**src/rtl/outport_pkg.sv**
```systemverilog
// Shared constants for the output-port VC table: geometry, owner-entry layout, credit width.
package outport_pkg;
  localparam int no_inport                   = 6;
  localparam int no_vc                       = 13;
  localparam int floorplusone_log2_no_vc     = 4;
  localparam int buf_depth                   = 4;
  localparam int floorplusone_log2_buf_depth = 3;

  localparam int vc_w    = floorplusone_log2_no_vc;
  localparam int credit_w = floorplusone_log2_buf_depth;
  localparam int entry_w = no_inport + floorplusone_log2_no_vc;

  // Entry layout: {owner inport one-hot, owner input VC}
  localparam int owner_vc_lsb   = 0;
  localparam int owner_vc_msb   = vc_w - 1;
  localparam int owner_port_lsb = vc_w;
  localparam int owner_port_msb = entry_w - 1;
endpackage

```
**src/rtl/encoder.sv**
```systemverilog
// One-hot to binary encoder; result is meaningless unless exactly one bit is set.
module encoder #(
  parameter int n = 13,
  parameter int w = 4
) (
  input  logic [n-1:0] onehot,
  output logic [w-1:0] bin
);
  always_comb begin
    bin = '0;
    for (int i = 0; i < n; i++)
      if (onehot[i]) bin = bin | w'(i);
  end
endmodule

```
**src/rtl/vc_credit_counter.sv**
```systemverilog
// Per-VC downstream credit counter; resets full, saturates at buf_depth, never wraps below zero.
module vc_credit_counter
  import outport_pkg::*;
(
  input  logic clk,
  input  logic rs_n,
  input  logic inc,
  input  logic dec,
  output logic avail,
  output logic ovf
);
  logic [credit_w-1:0] cnt;

  assign avail = (cnt != '0);
  // A return arriving with the buffer already full is a lost credit upstream.
  assign ovf   = inc && !dec && (cnt == credit_w'(buf_depth));

  always_ff @(posedge clk) begin
    if (!rs_n)
      cnt <= credit_w'(buf_depth);
    else if (inc && !dec && cnt != credit_w'(buf_depth))
      cnt <= cnt + credit_w'(1);
    else if (dec && !inc && cnt != '0)
      cnt <= cnt - credit_w'(1);
  end
endmodule

```
**src/rtl/outport_vc_table_cr.sv**
```systemverilog
// Output-port VC ownership table with per-VC credits; registered owner lookup, 1-cycle latency.
// Optional OUTPORT_TABLE_BYPASS_EN: a request may hit an entry being allocated in the same cycle.
module outport_vc_table_cr
  import outport_pkg::*;
(
  input  logic                 clk,
  input  logic                 rs_n,
  input  logic                 alloc_en,
  input  logic [vc_w-1:0]      alloc_addr,
  input  logic [no_inport-1:0] inport_vec,
  input  logic [vc_w-1:0]      invc_no,
  input  logic [no_vc-1:0]     read_addr,
  input  logic                 release_sig,
  input  logic [no_vc-1:0]     credit_in,
  output logic                 called_valid,
  output logic [no_inport-1:0] called_inport_vec,
  output logic [vc_w-1:0]      called_invc_no,
  output logic [no_vc-1:0]     tags,
  output logic [no_vc-1:0]     credit_avail,
  output logic                 err
);
  logic [entry_w-1:0] table_q [no_vc];
  logic [vc_w-1:0]    rd_idx;
  logic [entry_w-1:0] rd_entry, wr_entry;
  logic [no_vc-1:0]   alloc_dec, alloc_wr, rel_vec, dec_vec, cnt_ovf;
  logic rd_any, rd_onehot, rd_multi, tag_hit, byp_hit, grant, alloc_err;

  encoder #(.n(no_vc), .w(vc_w)) u_enc (.onehot(read_addr), .bin(rd_idx));

  assign rd_any    = |read_addr;
  assign rd_onehot = rd_any && ((read_addr & (read_addr - no_vc'(1))) == '0);
  assign rd_multi  = rd_any && !rd_onehot;
  assign tag_hit   = |(read_addr & tags);
`ifdef OUTPORT_TABLE_BYPASS_EN
  assign byp_hit   = |(read_addr & alloc_dec & ~tags);
`else
  assign byp_hit   = 1'b0;
`endif
  assign grant     = rd_onehot && (tag_hit || byp_hit) && |(read_addr & credit_avail);
  assign rel_vec   = (grant && release_sig) ? read_addr : '0;
  assign dec_vec   = grant ? read_addr : '0;
  assign wr_entry  = {inport_vec, invc_no};

  // Out-of-range addresses decode to nothing, so they fall out as errors.
  always_comb begin
    alloc_dec = '0;
    for (int i = 0; i < no_vc; i++)
      alloc_dec[i] = alloc_en && (alloc_addr == vc_w'(i));
  end

  // An entry being released this cycle may be handed straight to a new owner.
  assign alloc_wr  = alloc_dec & (~tags | rel_vec);
  assign alloc_err = alloc_en && (alloc_wr == '0);

  always_comb begin
    rd_entry = '0;
    for (int i = 0; i < no_vc; i++)
      if (rd_idx == vc_w'(i)) rd_entry = table_q[i];
    if (byp_hit) rd_entry = wr_entry;
  end

  always_ff @(posedge clk) begin
    for (int i = 0; i < no_vc; i++)
      if (alloc_wr[i]) table_q[i] <= wr_entry;
  end

  always_ff @(posedge clk) begin
    if (!rs_n) begin
      tags              <= '0;
      called_valid      <= 1'b0;
      called_inport_vec <= '0;
      called_invc_no    <= '0;
      err               <= 1'b0;
    end else begin
      tags              <= (tags & ~rel_vec) | alloc_wr;
      called_valid      <= grant;
      called_inport_vec <= grant ? rd_entry[owner_port_msb:owner_port_lsb] : '0;
      called_invc_no    <= grant ? rd_entry[owner_vc_msb:owner_vc_lsb] : '0;
      err               <= alloc_err || rd_multi || (|cnt_ovf);
    end
  end

  for (genvar g = 0; g < no_vc; g++) begin : g_cnt
    vc_credit_counter u_cnt (
      .clk   (clk),
      .rs_n  (rs_n),
      .inc   (credit_in[g]),
      .dec   (dec_vec[g]),
      .avail (credit_avail[g]),
      .ovf   (cnt_ovf[g])
    );
  end
endmodule

```
**config.mk**
```make
export PLATFORM = sky130hd
export DESIGN_NAME = outport_vc_table_cr
export DESIGN_NICKNAME = d
export VERILOG_FILES = /design/src/rtl/outport_pkg.sv /design/src/rtl/encoder.sv /design/src/rtl/vc_credit_counter.sv /design/src/rtl/outport_vc_table_cr.sv
export SDC_FILE = /design/constraint.sdc
export NUM_CORES = 1
export LEC_CHECK = 0
export ABC_CLOCK_PERIOD_IN_PS = 13250
export CORE_MARGIN = 2
export CORE_UTILIZATION = 40
export DETAILED_ROUTE_END_ITERATION = 8
export PLACE_DENSITY = 0.58
export SETUP_SLACK_MARGIN = 0.02
export SYNTH_ARGS = -nofsm -noshare
export SYNTH_HDL_FRONTEND = slang
export SYNTH_SLANG_ARGS = --single-unit
```
**constraint.sdc**
```tcl
create_clock -name clk -period 13.25 [get_ports clk]
set_clock_uncertainty 0.2 [all_clocks]
set_input_delay 3.3125 -clock clk [delete_from_list [all_inputs] [get_ports clk]]
set_output_delay 3.3125 -clock clk [all_outputs]
set_load 0.05 [all_outputs]
```
[Word-level counts from Yosys, hierarchy flattened]
Memory sizes are Yosys's and may differ from the RTL's.
Index checks and enable logic that the tools add are counted.
Storage, ports and cells
  bits in registers: 64
  bits in writable memories: 130
  input bits: 44
  output and inout port bits: 38
  memories kept: 1
Operators by class
  add/sub/neg operators: 27
  equality and inequality tests: 50
  multiplexer cells: 115
  bitwise logic cells: 9
  reduce and logical (&&, ||, !) cells: 160
Memory list
  table_q: depth 13, width 10, read ports 13, clocked after Yosys merged registers in 0, wr ports 1, RTL line outport_vc_table_cr.sv:22  | logic [entry_w-1:0] table_q [no_vc];
Operators by type and width (number)
  10-bit 2-to-1 mux: 25
  10-bit OR reduction: 12
  3-bit 2-to-1 mux: 30
  1-bit logical AND: 84
  4-bit 2-to-1 mux: 17
  13-bit AND: 5
  13-bit OR reduction: 4
  4-bit equality test (second input constant): 10
  3-bit by 1-bit adder with 3-bit output (second input constant): 13
  3-bit equality test (second input constant): 13
  1-bit 2-to-1 mux: 39
  3-bit inequality test (second input constant): 13
  3-bit nonzero test: 13
  3-bit by 1-bit subtractor with 3-bit output (second input constant): 13
  4-bit by 3-bit equality test with 1-bit output (second input constant): 8
  1-bit zero test: 27
  13-bit zero test: 2
  13-bit 2-to-1 mux: 2
  13-bit inverter: 2
  13-bit OR: 2
  2-bit nonzero test: 13
  4-bit by 2-bit equality test with 1-bit output (second input constant): 4
  13-bit by 1-bit subtractor with 13-bit output (second input constant): 1
  4-bit by 1-bit equality test with 1-bit output (second input constant): 2
  other kinds (4): 7

[Longest topological paths before layout]
  word-level depth: 26
  gate-level depth with buffers: 14
  mapped depth without buffers: 12

[By module]
A second synthesis with hierarchy kept.
Unflattened totals
  cells, all modules: 826
  area total of the unflattened synthesis: 9497.9 µm²
Modules (own cells, without submodules)
  outport_vc_table_cr: instances 1, cells an instance 464, area an instance 6457.4 µm²
  vc_credit_counter: instances 13, cells an instance 27, area an instance 230.2 µm²
  encoder: instances 1, cells an instance 11, area an instance 47.5 µm²

[Worst setup path before layout]
OpenSTA, ideal clock, no wires.
  path type: input-to-reg
  start point: in read_addr[1]
  end point: mem table_q[1][20] (netlist name), enable pin
  arrival: 5.882 ns
  slack: 6.770 ns
  stages on the path: 9
  path buffers: 2
  cells stage by stage: buf_2 or3_1 a211oi_1 o21ai_0 a31oi_1 and3_1 clkbuf_1 nand2_1 a211oi_1
RTL lines
  from (decl): RTL line outport_vc_table_cr.sv:12  | input logic [no_vc-1:0] read_addr,
  13-bit by 1-bit subtractor with 13-bit output: RTL line outport_vc_table_cr.sv:31  | assign rd_onehot = rd_any && ((read_addr & (read_addr - no_vc'(1))) == '0);
  13-bit AND: RTL line outport_vc_table_cr.sv:31
  13-bit zero test: RTL line outport_vc_table_cr.sv:31
  1-bit logical AND: RTL line outport_vc_table_cr.sv:31
  1-bit logical AND: RTL line outport_vc_table_cr.sv:39  | assign grant = rd_onehot && (tag_hit || byp_hit) && |(read_addr & credit_avail);
  1-bit logical AND *: RTL line outport_vc_table_cr.sv:39
  1-bit logical AND *: RTL line outport_vc_table_cr.sv:40  | assign rel_vec = (grant && release_sig) ? read_addr : '0;
  13-bit 2-to-1 mux *: RTL line outport_vc_table_cr.sv:40
  13-bit OR *: RTL line outport_vc_table_cr.sv:52  | assign alloc_wr = alloc_dec & (~tags | rel_vec);
  13-bit AND *: RTL line outport_vc_table_cr.sv:52
  via alloc_wr[10]: RTL line outport_vc_table_cr.sv:25  | logic [no_vc-1:0] alloc_dec, alloc_wr, rel_vec, dec_vec, cnt_ovf;
  1-bit 2-to-1 mux *: RTL line outport_vc_table_cr.sv:64  | if (alloc_wr[i]) table_q[i] <= wr_entry;
  1-bit 2-to-1 mux (implied by the code) *: RTL line outport_vc_table_cr.sv:64
  10-bit OR reduction (no source line)
  4-bit 2-to-1 mux (no source line) or 1-bit 2-to-1 mux (tied branches) (3 in a row)
  to (decl): RTL line outport_vc_table_cr.sv:22
The timed path passes the listed nets; every way through them passes the cells marked *.

[Final worst setup path]
  start point: in read_addr[7]
  end point: mem table_q[1][20] (netlist name), enable pin
The elaborated chain is that of the path after synthesis.

==> impl_metrics.yaml <==
outcome:
  outcome: "completed"
floorplan:
  ioPinCount: 82
  coreArea_um2: 24400
  rows: 57
  die_h_um: 162
  start_util_pct: 40.8
  dieWidth_um: 162
  dieArea_um2: 26200
worst_setup_path:
  slowest_delay_ns: 0.89
  cp_max_fo: 17
  critPathBufInv: 2
  required_ns: 13.11
  path_cells: "clkdlybuf4s50_1 > nor4_1 > nand4_1 > a31oi_2 > buf_4 > and3_1 > nand2_1 > a211oi_2"
  cp.arrival_ns: 6.92
  startpoint_type: "primary input"
  path_class: "in2reg"
  end_kind: "flip-flop"
  crit_slowest_cell: "a211oi_2"
  crit_family: "simple AND/OR/NAND/NOR gates"
power_and_ir_drop:
  power_mw: 1.38
  power_density_nw_per_um2: 120
  max-vdd-ir-drop_mv: 0.0863
  power_leakage_nw: 3.73
final_layout:
  drive_gt1_share_pct: 6.62
  final_area_um2: 11500
  fin_util_pct: 47.1
  n_fill_cell: 2298
  antenna_cells: 0
  layout_common_cells: "nand2_1, edfxtp_1, nor2_1"
  finalNonFillerCells: 1366
  syn2layout_area_growth_pct: 15.6
  final_nets: 1086
  final_common_cell: "nand2_1"
grt:
  grt_first_pass_wirelength_um: 43400
  antenna_found_initial: 0
  grt_pass1_vias: 7546
  track_usage_pct: 21.4
  overflow: 0
  grt_max_degree: 47
cts:
  cts_sinks: 194
  cts_root_buffer: "clkbuf_16"
  clockBufferDepth: 2
  cts_made_buffers: 17
  cts_max_level: 4
  cts_resized: 0
  clock_latency_ns: 0.45
  cts_tree: "yes"
  clk_pin_slew_ns: 0.08
  hold_buffers: 0
  post_cts_buffers: 0
sta:
  fmax_mhz: 142
  worst_slack_ns: 6.19
  period_share_pct: 53.3
  finalHoldViolCount: 0
  tightest_slew_ns: 1.12
  rsz0062_at_grt: "no"
  slew_viol_final: 0
  period_needed_ns: 7.06
  setup_violations: 0
  tns_ns: 0
  relSlewSlack_pct: 25.3
  whs_ns: 0.303
logic_synthesis:
  syn_inst: 1002
  syn-cell-area_um2: 9950
  syn_area_per_cell_um2: 9.93
  synthFlopType: "edfxtp_1"
  synth_seq_area_share_pct: 52.1
  synth_edf_count: 130
  syn_nets: 1059
  postSynth.asyncResetShare_pct: 0
  yosys_warnings: 0
  synth.distinct_cells: 72
  synth-seq-cells: 194
placed_design:
  post-place-ws_ns: 5.77
  gp_congestion: 0.901
  dp.cells: 1334
  hpwl_um: 18700
  numPortBuffers: 81
  place_area_um2: 10900
route:
  wl_per_cell_um: 20.2
  detail_route.iter0.violations: 739
  ant_nets: 0
  firstDrtPassIters: 5
  via_count: 7974
  drc_errors: 0
  vias_per_cell: 5.84
  wirelength_um: 27600
worst_hold_path:
  hold_class: "reg2reg"
flow_run:
  drv_cap: 0
[synth_stat cells, types with 14 or more instances]
| cell | count | area share, % |
|---|---|---|
| xor2_1 | 23 | 2.0 |
| clkbuf_1 | 61 | 2.3 |
| nor2_1 | 90 | 3.4 |
| o21ai_0 | 42 | 2.1 |
| a21oi_1 | 47 | 2.4 |
| dfxtp_1 | 64 | 13 |
| edfxtp_1 | 130 | 39 |
| a22oi_1 | 15 | 1.1 |
| a31oi_1 | 20 | 1.3 |
| buf_4 | 14 | 1.1 |
| nor3_1 | 29 | 1.5 |
| o31ai_1 | 15 | 1.1 |
| nor4_1 | 19 | 1.2 |
| or3_1 | 35 | 2.2 |
| nand2_1 | 131 | 4.9 |
| nand3_1 | 54 | 2.7 |
[worst reg2reg max path, delay by kind of cell (launching register included)]
kind	cells	cell delay, ns
compound gates	6	1.22
fa+ha+maj	1	0.41
flops	1	0.40
simple gates	4	1.59
[state kept, by name (all words and copies together), names as in the netlist]
signal and count:
g_cnt.u_cnt.cnt 39, called_valid 1, tags 13, err 1
called_invc_no 4, table_q 130, called_inport_vec 6
[logic make-up after synthesis]
family | count (synthesis) | share of synthesized area, %
mux | 5 | 0.503
xor+xnor | 27 | 2.38
buf+inv | 97 | 4.48
simple gates | 415 | 20.4
compound gates | 251 | 17.5
fa+ha+maj | 13 | 2.62
flops | 194 | 52.1
[power breakdown]
group / leakage (nW) / switching, mW / total, mW / internal (mW)
clock network: 0.304 / 0.263 / 0.541 / 0.279
logic: 1.73 / 0.0964 / 0.158 / 0.0616
registers: 1.70 / 0.0215 / 0.681 / 0.660
total: 3.73 / 0.381 / 1.38 / 1.00
[final cells by class]
type | instances | area, µm² | area share, %
Sequential cell | 194 | 5180 | 45.1
Timing Repair Buffer | 92 | 893 | 7.77
Tap cell | 324 | 405 | 3.53
Clock inverter | 14 | 176 | 1.53
Clock buffer | 18 | 439 | 3.82
Multi-Input combinational cell | 711 | 4350 | 37.8
Inverter | 13 | 48.8 | 0.424
[path summary, 6_finish.rpt]
kind / start / end / slack (ns) / depth (start not counted)
max: read_addr[7] / table_q[1][20]$_DFFE_PP_ / 6.19 / 8
min: table_q[1][49]$_DFFE_PP_ / called_inport_vec[5]$_SDFF_PN0_ / 0.30 / 2
max reg2reg: g_cnt[2].u_cnt.cnt[2]$_SDFFE_PN1P_ / g_cnt[5].u_cnt.cnt[2]$_SDFFE_PN1P_ / 9.29 / 11
min reg2reg: table_q[1][49]$_DFFE_PP_ / called_inport_vec[5]$_SDFF_PN0_ / 0.30 / 2
[routing by layer]
layer | vias up | wire length (µm) | track usage [%]
met5 | - | 0 | 0
met4 | 0 | 387 | 5.63
met3 | 24 | 1670 | 4.26
met2 | 253 | 13700 | 36.2
met1 | 3871 | 11900 | 28.2
li1 | 3826 | - | -
Note: power is estimated with default switching activity, not from simulation.
==> RTL change 1: new RTL, same settings <==
Register the output `credit_avail`, without a reset; this adds one clock of latency there. The other outputs are not delayed to match.
--- a/src/rtl/outport_vc_table_cr.sv
+++ b/src/rtl/outport_vc_table_cr.sv
@@ -19,6 +19,8 @@
   output logic [no_vc-1:0]     credit_avail,
   output logic                 err
 );
+
+  logic [no_vc-1:0] credit_avail_d;
   logic [entry_w-1:0] table_q [no_vc];
   logic [vc_w-1:0]    rd_idx;
   logic [entry_w-1:0] rd_entry, wr_entry;
@@ -36,7 +38,7 @@
 `else
   assign byp_hit   = 1'b0;
 `endif
-  assign grant     = rd_onehot && (tag_hit || byp_hit) && |(read_addr & credit_avail);
+  assign grant     = rd_onehot && (tag_hit || byp_hit) && |(read_addr & credit_avail_d);
   assign rel_vec   = (grant && release_sig) ? read_addr : '0;
   assign dec_vec   = grant ? read_addr : '0;
   assign wr_entry  = {inport_vec, invc_no};
@@ -86,9 +88,13 @@
       .rs_n  (rs_n),
       .inc   (credit_in[g]),
       .dec   (dec_vec[g]),
-      .avail (credit_avail[g]),
+      .avail (credit_avail_d[g]),
       .ovf   (cnt_ovf[g])
     );
   end
+  always_ff @(posedge clk) begin
+    credit_avail <= credit_avail_d;
+  end
+
 endmodule
 
Behaviour: not the same (Yosys sat finds a counterexample within 4 cycles, from zero or initial values).
==> RTL change 1 against the original RTL <==
- cell area is 1.5% lower
- die area fell by 4.8%
- power grew 22%
- sequential cell count is 13 higher
- highest routed layer unchanged
- synthesized area decreased by 4.9%
- cell count decreased by 6.7%
- maximum frequency is 8.3% lower
- utilization grew 1.4 points
- wire length shrank 11%
- critical path type unchanged
- worst setup slack lost 0.64 ns
==> RTL change 1: results (changes against the original RTL) <==
status: "complete, no violations"  # unchanged
first_pass_grt_wire_length_um: 39100  # was 43400 um
worst_r2r_startpoint: "g_cnt[0].u_cnt.cnt[2]$_SDFFE_PN1P_"  # was g_cnt[2].u_cnt.cnt[2]$_SDFFE_PN1P_
clk_transition_reported_paths_ns: 0.06  # was 0.08 ns
groute.layer.met1.usage_pct: 27.0  # was 28.2%
routed_wl_um: 24700  # was 27600 um
power.static_leakage_uw: 0.00377  # was 0.00373 uW
multiplexer_share_of_the_synthesized_area_pct: 2.17  # was 0.503%
synth_sequential_area_ratio_pct: 57.6  # was 52.1%
crit_path_max_fanout: 20  # was 17
grt_start_max_net_pins: 56  # was 47
worst_pin_slew_ns: 1.19  # was 1.12 ns
hp-start: "table_q[1][48]$_DFFE_PP_"  # was table_q[1][49]$_DFFE_PP_
fraction_of_layout_instances_using_a_drive_strength_above_1_pct: 8.17  # was 6.62%
synth-adder-area-share_pct: 2.86  # was 2.62%
synth_cell_type_count: 63  # was 72
yosys-top-cells-count: "edfxtp_1 (130), nand2_1 (120), dfxtp_1 (77)"  # was nand2_1 (131), edfxtp_1 (130), nor2_1 (90)
numPortBuffers: 81  # unchanged
max-vdd-ir-drop_mv: 0.102  # was 0.0863 mV
n_fill_cell: 2115  # was 2298
internal_power_uw: 1210  # was 1000 uW
worst-r2r-cell-count: 12  # was 11
bufs_on_longest_clock_path: 3  # was 2
whs_endpoint: "called_inport_vec[4]$_SDFF_PN0_"  # was called_inport_vec[5]$_SDFF_PN0_
synth_top_cells_by_area: "edfxtp_1 (41%), dfxtp_1 (16%), nand2_1 (4.8%), nand3_1 (3.1%), fa_1 (2.8%)"  # was edfxtp_1 (39%), dfxtp_1 (13%), nand2_1 (4.9%), nor2_1 (3.4%), nand3_1 (2.7%)
globalRouteMet3Util_pct: 3.45  # was 4.26%
yosys.area_share.xor_xnor_pct: 1.76  # was 2.38%
ys.warnings.count: 0  # unchanged
crit_arrival_ns: 7.66  # was 6.92 ns
clock_latency_ns: 0.54  # was 0.45 ns
grt_antenna_before_repair: 0  # unchanged
syn-num-nets: 922  # was 1059
vias_in_the_first_global_route: 6915  # was 7546
grt_use_total_pct: 20.2  # was 21.4%
placedInstanceArea_mm2: 0.0106  # was 0.0109 mm2
antenna_cells_inserted: 0  # unchanged
critical_path.reg2reg.endpoint: "g_cnt[7].u_cnt.cnt[2]$_SDFFE_PN1P_"  # was g_cnt[5].u_cnt.cnt[2]$_SDFFE_PN1P_
drtIter0Drc: 489  # was 739
cts_buffer_count: 25  # was 17
hold-path-cell-count: 2  # unchanged
routabilityCongestion: 0.860  # was 0.901
regToRegSetupSlack_ns: 9.35  # was 9.29 ns
cp_slowest_stage_delay_ns: 0.94  # was 0.89 ns
post_cts.repair.setup_buffers: 0  # unchanged
h-tree-depth: 1  # was 4
num-nets-final: 993  # was 1086
dp_hpwl_um: 16500  # was 18700 um
critical-path-slowest-cell: "a21oi_1"  # was a211oi_2
via_count: 7117  # was 7974
use_met2_pct: 33.3  # was 36.2%
RTL change 1: cell count changes after synthesis, sizes merged, moves of 13 or more:
cell and change:
xor2 -13, nor3 -19, or3 -19, clkbuf -25, dfxtp +13, nor2b +16, nor2 -35
RTL change 1: final cells by class:
class                   instances  area, um2  share of cell area (%)
multi-input cells             604       3800                    33.5
repair buffers                 94        903                    7.97
clock buffers                  32        682                    6.02
clock inverters                14       91.3                   0.806
flip-flops and latches        207       5450                    48.1
inverters                       4       15.0                   0.132
well taps                     319        399                    3.52
RTL change 1: per-layer routing:
metal  share of wire, %  up-vias
met5                  0        -
li1                   -     3418
met1                 44     3445
met3                5.5       50
met2                 47      204
met4                3.1        0
RTL change 1: cells by family (layout without fill, tap and decap cells):
family	Yosys count	in the layout
AND/OR/NAND/NOR	350	350
flip-flops	207	207
AO/OA/AOI/OAI	201	201
buffers and inverters	54	144
multiplexers	20	20
XOR/XNOR	19	19
adder cells (fa/ha/maj)	14	14
RTL change 1: worst register-to-register path, stage by stage (launching register included):
cell	delay, ns
dfxtp_1	0.39
or3_4	0.44
a22o_1	0.27
a2111oi_2	0.32
a21oi_1	0.28
buf_4	0.28
and2_1	0.30
nand2_2	0.18
nand3_1	0.11
fa_1	0.42
or3_1	0.36
o211ai_1	0.10
o211ai_1	0.11
RTL change 1: worst max-delay path by stage:
stage | startpoint | end | slack, ns | cells after the start
after floorplan | read_addr[0] | err$_SDFF_PN0_ | 6.75 | 10
after global placement | read_addr[5] | table_q[0][79]$_DFFE_PP_ | 5.15 | 8
after detailed placement | read_addr[5] | err$_SDFF_PN0_ | 4.98 | 10
after CTS | read_addr[5] | err$_SDFF_PN0_ | 5.54 | 10
after global routing | read_addr[5] | err$_SDFF_PN0_ | 5.24 | 10
final | read_addr[5] | table_q[0][79]$_DFFE_PP_ | 5.55 | 8
RTL change 1: per-stage QoR:
step	setup slack, ns	hold slack, ns	total power, uW	cells	utilization, %
floorplan	6.75	0.249	965	865	-
global placement	5.15	0.266	1040	1228	45.3
detailed placement	4.98	0.272	1040	1228	45.3
CTS	5.54	0.284	1690	1274	48.6
global route	5.24	0.316	1760	1274	48.6
finish	5.55	0.281	1680	1274	48.6
RTL change 1: power groups by stage:
stage               logic [uW]  registers, uW  clock network, uW
CTS                        276            758                657
detailed placement         272            771                  0
floorplan                  193            772                  0
global placement           269            771                  0
global route               309            765                684
finish                     276            757                645
==> RTL change 2: new RTL, same settings <==
Made on the original files. The option `OUTPORT_TABLE_BYPASS_EN` is turned on by a define.
--- a/src/rtl/outport_vc_table_cr.sv
+++ b/src/rtl/outport_vc_table_cr.sv
@@ -1,5 +1,7 @@
 // Output-port VC ownership table with per-VC credits; registered owner lookup, 1-cycle latency.
 // Optional OUTPORT_TABLE_BYPASS_EN: a request may hit an entry being allocated in the same cycle.
+`define OUTPORT_TABLE_BYPASS_EN
+
 module outport_vc_table_cr
   import outport_pkg::*;
 (
Behaviour: not the same (Yosys sat finds a counterexample within 4 cycles, from zero or initial values).
==> RTL change 2 against the original RTL <==
- clock power decreased by 9.6%
- synthesized cell count decreased by 5.2%
- critical path type unchanged
- cell area increased by 0.28%
- worst setup slack got worse by 0.91 ns
- wire length increased by 0.95%
- largest power group unchanged
- hold slack improved by 0.031 ns
- power decreased by 3.1%
- sequential cell count unchanged
- highest routed layer unchanged
- synthesized area increased by 0.43%
==> RTL change 2: results (changes against the original RTL) <==
dp_hpwl_um: 18900  # was 18700 um
synth_cell_type_count: 79  # was 72
postSynthCellCount: 950  # was 1002
post_cts.repair.setup_buffers: 0  # unchanged
synth-adder-area-share_pct: 2.70  # was 2.62%
yosys.area_share.xor_xnor_pct: 2.37  # was 2.38%
fraction_of_layout_instances_using_a_drive_strength_above_1_pct: 7.23  # was 6.62%
grt_start_max_net_pins: 55  # was 47
status: "complete, no violations"  # unchanged
worst_r2r_startpoint: "g_cnt[3].u_cnt.cnt[2]$_SDFFE_PN1P_"  # was g_cnt[2].u_cnt.cnt[2]$_SDFFE_PN1P_
num-nets-final: 1054  # was 1086
drtIter0Drc: 643  # was 739
setup_ws_ns: 5.28  # was 6.19 ns
yosys-top-cells-count: "edfxtp_1 (130), nand2_1 (106), dfxtp_1 (64)"  # was nand2_1 (131), edfxtp_1 (130), nor2_1 (90)
routed_wl_um: 27900  # was 27600 um
vias_in_the_first_global_route: 7634  # was 7546
whs_endpoint: "g_cnt[5].u_cnt.cnt[0]$_SDFFE_PN0P_"  # was called_inport_vec[5]$_SDFF_PN0_
max-slew-margin-rel_pct: 22.7  # was 25.3%
first_pass_grt_wire_length_um: 43600  # was 43400 um
regToRegSetupSlack_ns: 8.69  # was 9.29 ns
worstSetupEndpoint: "table_q[0][66]$_DFFE_PP_"  # was table_q[1][20]$_DFFE_PP_
synth_top_area_share_pct: 39.1  # was 39.2%
pre_cts_worst_setup_slack_ns: 4.94  # was 5.77 ns
crit_arrival_ns: 7.82  # was 6.92 ns
worst-r2r-cell-count: 12  # was 11
multiplexer_share_of_the_synthesized_area_pct: 2.07  # was 0.503%
critical_path.reg2reg.endpoint: "g_cnt[4].u_cnt.cnt[1]$_SDFFE_PN0P_"  # was g_cnt[5].u_cnt.cnt[2]$_SDFFE_PN1P_
drt_pre_antenna_iters: 6  # was 5
syn-num-nets: 1007  # was 1059
drt-wirelength-per-cell_um: 20.9  # was 20.2 um
synth_compound_area_share_pct: 16.1  # was 17.5%
crit_path_max_fanout: 16  # was 17
synth_top_cells_by_area: "edfxtp_1 (39%), dfxtp_1 (13%), nand2_1 (4.0%), fa_1 (2.6%), a21oi_1 (2.1%)"  # was edfxtp_1 (39%), dfxtp_1 (13%), nand2_1 (4.9%), nor2_1 (3.4%), nand3_1 (2.7%)
max-vdd-ir-drop_mv: 0.0633  # was 0.0863 mV
-- RTL change 2: changes by cell type after synthesis, moves of 10 or more --
cell / unedited run / this run
nor3_1: 29 / 39
o21ai_0: 42 / 30
o31ai_1: 15 / 5
nand3_1: 54 / 27
nor2b_1: 3 / 13
nand2_1: 131 / 106
a31oi_1: 20 / 5
nor2_1: 90 / 56
clkbuf_1: 61 / 43
-- RTL change 2: worst reg2reg max path, cell delays in order, from the launching register on --
cell	delay (ns)
dfxtp_1	0.39
o31ai_1	0.67
o2111ai_1	0.23
a221oi_1	0.34
nand3_1	0.37
and3_1	0.63
a21boi_2	0.41
nand2_1	0.11
fa_1	0.50
inv_1	0.05
a211oi_1	0.19
a21oi_1	0.07
nor4b_1	0.29
-- RTL change 2: area by class of cell --
type	instances	area share, %
sequential	194	45.0
multi-input combinational	667	38.1
timing repair buffer	98	8.14
clock buffer	19	3.75
tap	324	3.52
clock inverter	13	0.911
inverter	19	0.618
-- RTL change 2: power groups by stage --
stage / sequential (uW) / clock, uW / combinational, uW
after global placement: 693 / 0 / 166
after detailed placement: 693 / 0 / 169
after floorplan: 691 / 0 / 114
final: 679 / 489 / 170
after CTS: 679 / 499 / 169
after global routing: 682 / 522 / 188
-- RTL change 2: stage by stage --
| stage | cell area [um2] | utilization, % | power (uW) |
|---|---|---|---|
| final | 11500 | 47.3 | 1340 |
| after global routing | 11500 | 47.3 | 1390 |
| after CTS | 11500 | 47.3 | 1350 |
| after detailed placement | 11000 | 45.1 | 861 |
| after global placement | 11000 | 45.1 | 859 |
| after floorplan | 9990 | - | 805 |
-- RTL change 2: metal layers --
metal  part of all wire [%]  vias up  track usage (%)
li1                       -     3699                -
met1                     43     3859             28.3
met2                     49      268             36.4
met3                    5.9       47             4.11
met4                    2.3        0             7.20
met5                      0        -                0
